<file path="src/rtl/tmds_video_encoder.sv">
// tmds_video_encoder: raster timing, test-pattern sources and a 3-stage TMDS encoder per channel.
module tmds_video_encoder #(
    parameter int H_ACTIVE = 640,
    parameter int H_FP     = 16,
    parameter int H_SYNC   = 96,
    parameter int H_BP     = 48,
    parameter int V_ACTIVE = 480,
    parameter int V_FP     = 10,
    parameter int V_SYNC   = 2,
    parameter int V_BP     = 33,
    parameter int HS_POL   = 1,
    parameter int VS_POL   = 1,
    localparam int H_TOTAL = H_ACTIVE + H_FP + H_SYNC + H_BP,
    localparam int V_TOTAL = V_ACTIVE + V_FP + V_SYNC + V_BP,
    localparam int HW      = $clog2(H_TOTAL),
    localparam int VW      = $clog2(V_TOTAL)
) (
    input  logic          pix_clk,
    input  logic          rst,
    input  logic [1:0]    mode,
    input  logic [23:0]   solid_rgb,
    input  logic [23:0]   pix_rgb,
    output logic          pix_req,
    output logic          frame_start,
    output logic [HW-1:0] x_pos,
    output logic [VW-1:0] y_pos,
    output logic [9:0]    tmds_r,
    output logic [9:0]    tmds_g,
    output logic [9:0]    tmds_b
);
    function automatic logic [3:0] ones(input logic [7:0] d);
        ones = '0;
        for (int i = 0; i < 8; i++) ones = ones + {3'b0, d[i]};
    endfunction

    // XNOR is XOR with an inverted result, so a single xor term covers both
    function automatic logic [8:0] qm(input logic [7:0] d);
        logic x;
        x = ones(d) > 4'd4 || (ones(d) == 4'd4 && !d[0]);
        qm[0] = d[0];
        for (int i = 1; i < 8; i++) qm[i] = qm[i-1] ^ d[i] ^ x;
        qm[8] = !x;
    endfunction

    function automatic logic [9:0] tok(input logic [1:0] c);
        tok = c == 2'b00 ? 10'b1101010100 : c == 2'b01 ? 10'b0010101011 :
              c == 2'b10 ? 10'b0101010100 : 10'b1010101011;
    endfunction

    logic [HW-1:0]    r_h, w_bar_idx;
    logic [VW-1:0]    r_v;
    logic [1:0]       r_mode, w_mode, r_s1_c, r_s2_c;
    logic             w_h_last, w_de, w_hs, w_vs, w_c0, w_c1, r_s1_de, r_s2_de;
    logic [2:0]       w_bar;
    logic [7:0]       w_grad;
    logic [23:0]      w_bars, w_rgb, r_s1_rgb;
    logic [2:0][9:0]  w_tmds;

    // the new mode is used from the frame_start pixel onward, then held for the frame
    always_comb begin
        w_h_last    = r_h == HW'(H_TOTAL - 1);
        frame_start = r_h == '0 && r_v == '0 && !rst;
        w_mode      = frame_start ? mode : r_mode;
        w_de        = r_h < HW'(H_ACTIVE) && r_v < VW'(V_ACTIVE);
        w_hs        = r_h >= HW'(H_ACTIVE + H_FP) && r_h < HW'(H_ACTIVE + H_FP + H_SYNC);
        w_vs        = r_v >= VW'(V_ACTIVE + V_FP) && r_v < VW'(V_ACTIVE + V_FP + V_SYNC);
        w_c0        = HS_POL != 0 ? w_hs : !w_hs;
        w_c1        = VS_POL != 0 ? w_vs : !w_vs;
        pix_req     = w_de && w_mode == 2'b00;
        w_bar_idx   = r_h / HW'(H_ACTIVE / 8);
        w_bar       = w_bar_idx > HW'(7) ? 3'd7 : w_bar_idx[2:0];
        w_bars      = {{8{~w_bar[1]}}, {8{~w_bar[2]}}, {8{~w_bar[0]}}};
        w_grad      = 8'(r_h);
        w_rgb       = w_mode == 2'b01 ? solid_rgb : w_mode == 2'b10 ? w_bars :
                      w_mode == 2'b11 ? {3{w_grad}} : pix_rgb;
    end

    always_ff @(posedge pix_clk) begin
        if (rst) begin
            r_h      <= '0;
            r_v      <= '0;
            r_mode   <= 2'b00;
            r_s1_rgb <= '0;
            r_s1_de  <= 1'b0;
            r_s1_c   <= 2'b00;
            r_s2_de  <= 1'b0;
            r_s2_c   <= 2'b00;
        end else begin
            r_h      <= w_h_last ? '0 : r_h + 1'b1;
            if (w_h_last) r_v <= r_v == VW'(V_TOTAL - 1) ? '0 : r_v + 1'b1;
            r_mode   <= w_mode;
            r_s1_rgb <= w_rgb;
            r_s1_de  <= w_de;
            r_s1_c   <= {w_c1, w_c0};
            r_s2_de  <= r_s1_de;
            r_s2_c   <= r_s1_c;
        end
    end

    // channel 0 = blue (carries sync), 1 = green, 2 = red
    for (genvar c = 0; c < 3; c++) begin : g_ch
        logic [8:0]        r_qm, w_qm;
        logic [3:0]        r_n1;
        logic [9:0]        r_tmds, w_word;
        logic signed [4:0] r_cnt, w_cnt, w_d;
        logic [1:0]        w_ctl;
        logic              w_q8;
        always_comb begin
            w_qm  = qm(r_s1_rgb[c*8 +: 8]);
            w_q8  = r_qm[8];
            w_ctl = c == 0 ? r_s2_c : 2'b00;
            w_d   = {r_n1, 1'b0} - 5'd8;
            if (!r_s2_de) begin
                w_word = tok(w_ctl);
                w_cnt  = '0;
            end else if (r_cnt == 0 || r_n1 == 4'd4) begin
                w_word = {~w_q8, w_q8, w_q8 ? r_qm[7:0] : ~r_qm[7:0]};
                w_cnt  = w_q8 ? r_cnt + w_d : r_cnt - w_d;
            end else if ((r_cnt > 0 && r_n1 > 4'd4) || (r_cnt < 0 && r_n1 < 4'd4)) begin
                w_word = {1'b1, w_q8, ~r_qm[7:0]};
                w_cnt  = r_cnt + {3'b0, w_q8, 1'b0} - w_d;
            end else begin
                w_word = {1'b0, w_q8, r_qm[7:0]};
                w_cnt  = r_cnt - {3'b0, ~w_q8, 1'b0} + w_d;
            end
        end
        always_ff @(posedge pix_clk) begin
            if (rst) begin
                r_qm   <= '0;
                r_n1   <= '0;
                r_tmds <= 10'b1101010100;
                r_cnt  <= '0;
            end else begin
                r_qm   <= w_qm;
                r_n1   <= ones(w_qm[7:0]);
                r_tmds <= w_word;
                r_cnt  <= w_cnt;
            end
        end
        assign w_tmds[c] = r_tmds;
    end

    assign x_pos  = r_h;
    assign y_pos  = r_v;
    assign tmds_r = w_tmds[2];
    assign tmds_g = w_tmds[1];
    assign tmds_b = w_tmds[0];
endmodule
</file>
<file path="config.mk">
export PLATFORM = sky130hd
export DESIGN_NAME = tmds_video_encoder
export DESIGN_NICKNAME = d
export VERILOG_FILES = /design/src/rtl/tmds_video_encoder.sv
export SDC_FILE = /design/constraint.sdc
export NUM_CORES = 1
export LEC_CHECK = 0
export CAP_MARGIN = 25
export CORE_MARGIN = 3
export CORE_UTILIZATION = 51
export CTS_CLUSTER_SIZE = 40
export DETAILED_ROUTE_END_ITERATION = 8
export PLACE_DENSITY = 0.79
export SKIP_CTS_REPAIR_TIMING = 1
export SYNTH_ARGS = -nofsm -noshare
export SYNTH_HDL_FRONTEND = slang
export SYNTH_SLANG_ARGS = --single-unit
</file>
<file path="constraint.sdc">
create_clock -name pix_clk -period 15.9 [get_ports pix_clk]
set_clock_uncertainty 0.15 [all_clocks]
set_input_delay 3.18 -clock pix_clk [delete_from_list [all_inputs] [get_ports pix_clk]]
set_output_delay 3.18 -clock pix_clk [all_outputs]
set_load 0.01 [all_outputs]
</file>
Word-level counts from Yosys, hierarchy flattened
Cells that the tools add are included.
{"block": "word_totals", "regBits": 136}
{"block": "op_classes", "n_addsub": 65, "n_div": 1, "magnitude_cmp": 22, "n_eq_ne": 13, "muxes": 28, "n_bitwise": 52, "n_reduce_logical": 40}
{"cell": "2-to-1 mux 10 bit", "count": 11}
{"cell": "adder 4 x 1 -> 4 bit", "count": 24}
{"cell": "zero test 32 bit", "count": 3}
{"cell": "2-to-1 mux 24 bit", "count": 3}
{"cell": "2-to-1 mux 5 bit", "count": 9}
{"cell": "bitwise XOR 1 bit", "count": 42}
{"cell": "adder 5 bit", "count": 6}
{"cell": "subtractor 5 bit", "count": 6}
{"cell": "adder 3 x 1 -> 4 bit", "count": 6}
{"cell": "equality test 4 x 3 -> 1 bit, second input constant", "count": 6}
{"cell": "greater-than comparator 4 x 3 -> 1 bit, second input constant", "count": 6}
{"cell": "2-to-1 mux 8 bit", "count": 3}
{"cell": "inverter 8 bit", "count": 3}
{"cell": "adder 10 x 1 -> 10 bit, second input constant", "count": 2}
{"cell": "equality test 10 bit, second input constant", "count": 2}
{"cell": "zero test 10 bit", "count": 2}
{"cell": "< comparator 10 bit, second input constant", "count": 2}
{"cell": "< comparator 10 x 9 -> 1 bit, second input constant", "count": 2}
{"cell": "adder 2 x 1 -> 3 bit", "count": 6}
{"cell": "adder 5 x 2 -> 5 bit", "count": 3}
{"cell": "greater-than comparator 5 x 1 -> 1 bit, second input constant", "count": 3}
{"cell": "logical AND 1 bit", "count": 15}
{"cell": "< comparator 5 x 1 -> 1 bit, second input constant", "count": 3}
{"cell": "subtractor 5 x 2 -> 5 bit", "count": 3}
{"cell": "other kinds (16)", "count": 50}

Depth between registers and ports, before layout
{"block": "depth", "word_depth": 24, "mapped_depth": 23}

Least setup slack after synthesis
Ideal clock, no wire load.
{"block": "synth_path", "path_type": "input to output", "start": "in rst", "end": "out pix_req", "arrival_time_ns": 4.543, "path_slack_ns": 8.027, "path_stages": 5, "path_buffers": 0, "cell_sequence": "nor4_2 > nand4_2 > nor2_4 > nand2_1 > a2111oi_0"}
{"block": "synth_via", "elab_chain_cells": 5}
{"element": "start, declared", "line": "19", "source": "input logic rst,"}
{"element": "zero test 1 bit", "line": "62", "source": "frame_start = r_h == '0 && r_v == '0 && !rst;"}
{"element": "logical AND 1 bit", "line": "62"}
{"element": "net frame_start", "line": "24", "source": "output logic frame_start,"}
{"element": "2-to-1 mux 2 bit", "line": "63", "source": "w_mode = frame_start ? mode : r_mode;"}
{"element": "zero test 2 bit", "line": "69", "source": "pix_req = w_de && w_mode == 2'b00;"}
{"element": "logical AND 1 bit", "line": "69"}
{"element": "end, declared", "line": "23", "source": "output logic pix_req,"}
The timed path passes the listed nets, and every way through them passes these cells.

Worst setup path in the final report
{"block": "layout_path", "start": "in rst", "end": "out pix_req"}
{"block": "layout_via", "elab_chain_cells": 5}
{"element": "zero test 1 bit", "line": "62"}
{"element": "logical AND 1 bit", "line": "62"}
{"element": "2-to-1 mux 2 bit", "line": "63"}
{"element": "zero test 2 bit", "line": "69"}
{"element": "logical AND 1 bit", "line": "69"}
Every way passes these cells.

==> impl_results.md <==
- Post-Synth Adder-Cell Area: 20.12%
- Max FO, Critical Path: 10
- Number of vias in the routed layout: 6158
- Flop pwr share: 20.7%
- Comb pwr share: 60.8%
- NumNets Final: 1129
- Top cell type's share of synthesized area: 32.34%
- First-pass GRT wire length: 29.93 mm
- Worst path max stage delay: 0.61 ns
- Seq/Total Area, Yosys: 32.34%
- Die footprint: 0.01770 mm²
- Post-synth EDFFs: 0
- CP max stage cell: clkdlybuf4s50_1
- Worst-path clk slew: 0.06 ns
- Count of pins over their slew limit: 0
- Required time worst endpoint: 12.57 ns
- H-tree levels: 4
- Switch Pwr: 898.1 µW
- Met3 Use GR: 5.970%
- Unique masters post-synth: 66
- GRT Max-Usage Layer: met2
- Reg2reg start: r_s1_rgb[17]
- Worst EP arrival: 5.17 ns
- First drt pass iteration count: 5
- Period utilization: 53.48%
- RSZ-0062 raised after global routing: false
- Buffers added on ports: 103
- Hold Path Class: reg -> reg
- Cell Count, Final, Fillers Out: 1192
- Mapped Cells: 871
- Num rows: 45
- Pwr Density: 217.0 mW/mm²
- Max-slew headroom: 36.10%
- Leading area contributor after synthesis: dfxtp_1
- Area growth, synth to finish: 21.94%
- Async SR Flop Fraction: 0%
- Setup WS post-layout: 7.396 ns
- Vias/cell: 5.166
- R2R setup slack: 9.48 ns
- Critical Path End Type: primary output
- Clock power share: 18.5%
- Final setup viols: 0
- Simple-gate portion of the synthesized area: 13.10%
- P_int: 1281 µW
- Final setup TNS: 0 ns
- Hold_sp: r_s1_de
- Global router's overall resource usage: 20.86%
- Largest net degree at the start of global routing: 86
- Num Clock Sinks: 133
- CP cell instances: buf_2 > nor4_2 > nand4_2 > nor2_4 > nand2_1 > a2111oi_0 > clkdlybuf4s50_1
- Met1 Resource Use GR: 27.64%
- Switching Fraction: 41.22%
- Total number of yosys warnings: 0
- Worst slew pin tran: 0.9566 ns
- Finished Core Util: 64.84%
- Multiplexer area fraction after synthesis: 1.474%
- Grt total ovfl: 0
- Top post-synthesis cells by area: dfxtp_1 32%, ha_1 11%, fa_1 9.5%
- Layout cells sized above 1: 7.034%
- Worst VDD drop: 0.1324 mV
- Drt initial violations: 265
- R2R Path End: g_ch[2].r_n1[2]
- Antenna Cells: 0
- Finished Cell Area: 0.01004 mm²
- Highest Clock Rate: 117.6 MHz
- Tmin final: 8.504 ns
- Root Driver: clkbuf_16
- Clock buffer depth: 2
- Number of fillers in the final layout: 1262
- Critical path launch point type: input port
- Final Hold Viols: 0
- Post-DP HPWL: 13.41 mm
- Xor/xnor share of the synthesized area: 12.39%
- Setup crit end: pix_req
- Synthesized area per cell: 9.452 µm²
- Cell Area, Placed: 0.009425 mm²
- Most used DFF post-synth: dfxtp_1
- Core box area: 0.01548 mm²
- GR Util met2: 33.15%
- CTS tree: done
- Gpl congestion: 0.8968
- Initial antenna violation count: 0
- Synth Net Count: 1032
- Final wirelength: 17.84 mm
- Synth Area in Compound Gates: 14.18%
- Vias in the first global route: 6009
- Leak pwr: 0.004216 µW
- MaxCap Viol Count: 0
- Number of routed nets with antenna violations: 0
- Post-synthesis cell area: 0.008233 mm²
- Synth Register Bits: 133
- Drt drc: 0
- Starting Density: 53.17%
- Setup crit start: rst
- I/O pin cnt: 104
- DP Cell Count: 1160
- Die H: 133.1 µm
- Clk_lat worst skew: 0.43 ns
- Main combinational cell family by area after synthesis: adder cells
- Die X: 133.1 µm
- WL/cell: 14.96 µm
- Critical path type: in -> out
- Worst reg2reg path depth: 23
- Place WS: 7.407 ns
- TritonCTS Buffers: 17
- Status: completed
-- cell type report --
cell class | instances | area, µm² | area share [%]
flip-flops and latches | 133 | 2663 | 26.52
clock inverters | 14 | 175.2 | 1.745
inverters | 104 | 390.4 | 3.888
repair buffers | 108 | 1061 | 10.57
clock buffers | 18 | 439.2 | 4.374
multi-input cells | 604 | 5047 | 50.27
well taps | 211 | 264.0 | 2.630
-- worst min path at each step --
stage / endpoint / slack [ns] / cells after the start
after floorplan: g_ch[0].w_ctl[0] / 0.26 / 1
after global placement: g_ch[0].w_ctl[1] / 0.27 / 1
after detailed placement: r_s2_de / 0.27 / 1
after CTS: r_s2_de / 0.28 / 1
after global routing: g_ch[0].w_ctl[1] / 0.31 / 1
final: r_s2_de / 0.29 / 1
-- flip-flops by register name, indices dropped and copies added (netlist names) --
name	count
tmds_r	10
tmds_g	10
g_ch.r_n1	12
x_pos	10
tmds_b	10
g_ch.r_qm	27
r_s1_rgb	24
r_s2_de	1
g_ch.r_cnt	12
r_s1_c	2
r_s1_de	1
y_pos	10
g_ch.w_ctl	2
r_mode	2
-- layer usage --
| layer | part of all wire, % | up-vias |
|---|---|---|
| li1 | - | 3104 |
| met1 | 47 | 2869 |
| met2 | 45 | 167 |
| met3 | 6.1 | 18 |
| met4 | 1.6 | 0 |
| met5 | 0 | - |
-- critical path: cells and delay by family --
family / cells / cell delay (ns)
AOI/OAI and AO/OA: 1 / 0.40
buffers and inverters: 2 / 0.78
and+or+nand+nor: 4 / 0.80
-- per-stage QoR --
step / total power [µW] / hold slack, ns
6_report: 2179 / 0.2850
5_1_grt: 2406 / 0.3108
4_1_cts: 2201 / 0.2847
3_5_place_dp: 1766 / 0.2712
3_3_place_gp: 1702 / 0.2726
2_1_floorplan: 1490 / 0.2638
-- synth_stat cells (10+ instances only) --
cell type / n
xnor2_1: 75
a21o_1: 10
o31ai_1: 16
inv_1: 104
buf_2: 10
nand2_1: 29
xor2_1: 33
a21oi_1: 62
a211oi_1: 20
ha_1: 70
o21bai_1: 16
nor2_1: 79
nor2b_1: 21
clkbuf_1: 18
fa_1: 39
dfxtp_1: 133
-- power groups by stage --
stage | sequential, µW | clock (µW) | combinational (µW)
after CTS | 451 | 409 | 1340
after detailed placement | 458 | 0 | 1310
after global placement | 457 | 0 | 1250
after floorplan | 451 | 0 | 1040
final | 451 | 403 | 1320
after global routing | 459 | 426 | 1520
-- placed cells by master, fill, tap and decap left out, drive strengths merged, types with 16 or more instances in the layout --
cell type / n
dfxtp: 133
inv: 107
clkdlybuf4s50: 102
nor2: 80
xnor2: 76
ha: 70
a21oi: 65
fa: 39
xor2: 33
nand2: 29
nor2b: 21
a211oi: 20
clkbuf: 18
o31ai: 17
o21bai: 16
-- cell families (layout without fill, tap and decap cells) --
group | Yosys count | count (layout)
simple gates | 204 | 204
buf+inv | 134 | 244
compound gates | 169 | 169
mux | 11 | 11
flops | 133 | 133
xor+xnor | 111 | 111
fa+ha+maj | 109 | 109
No activity file was read; power rests on OpenSTA's default activity.
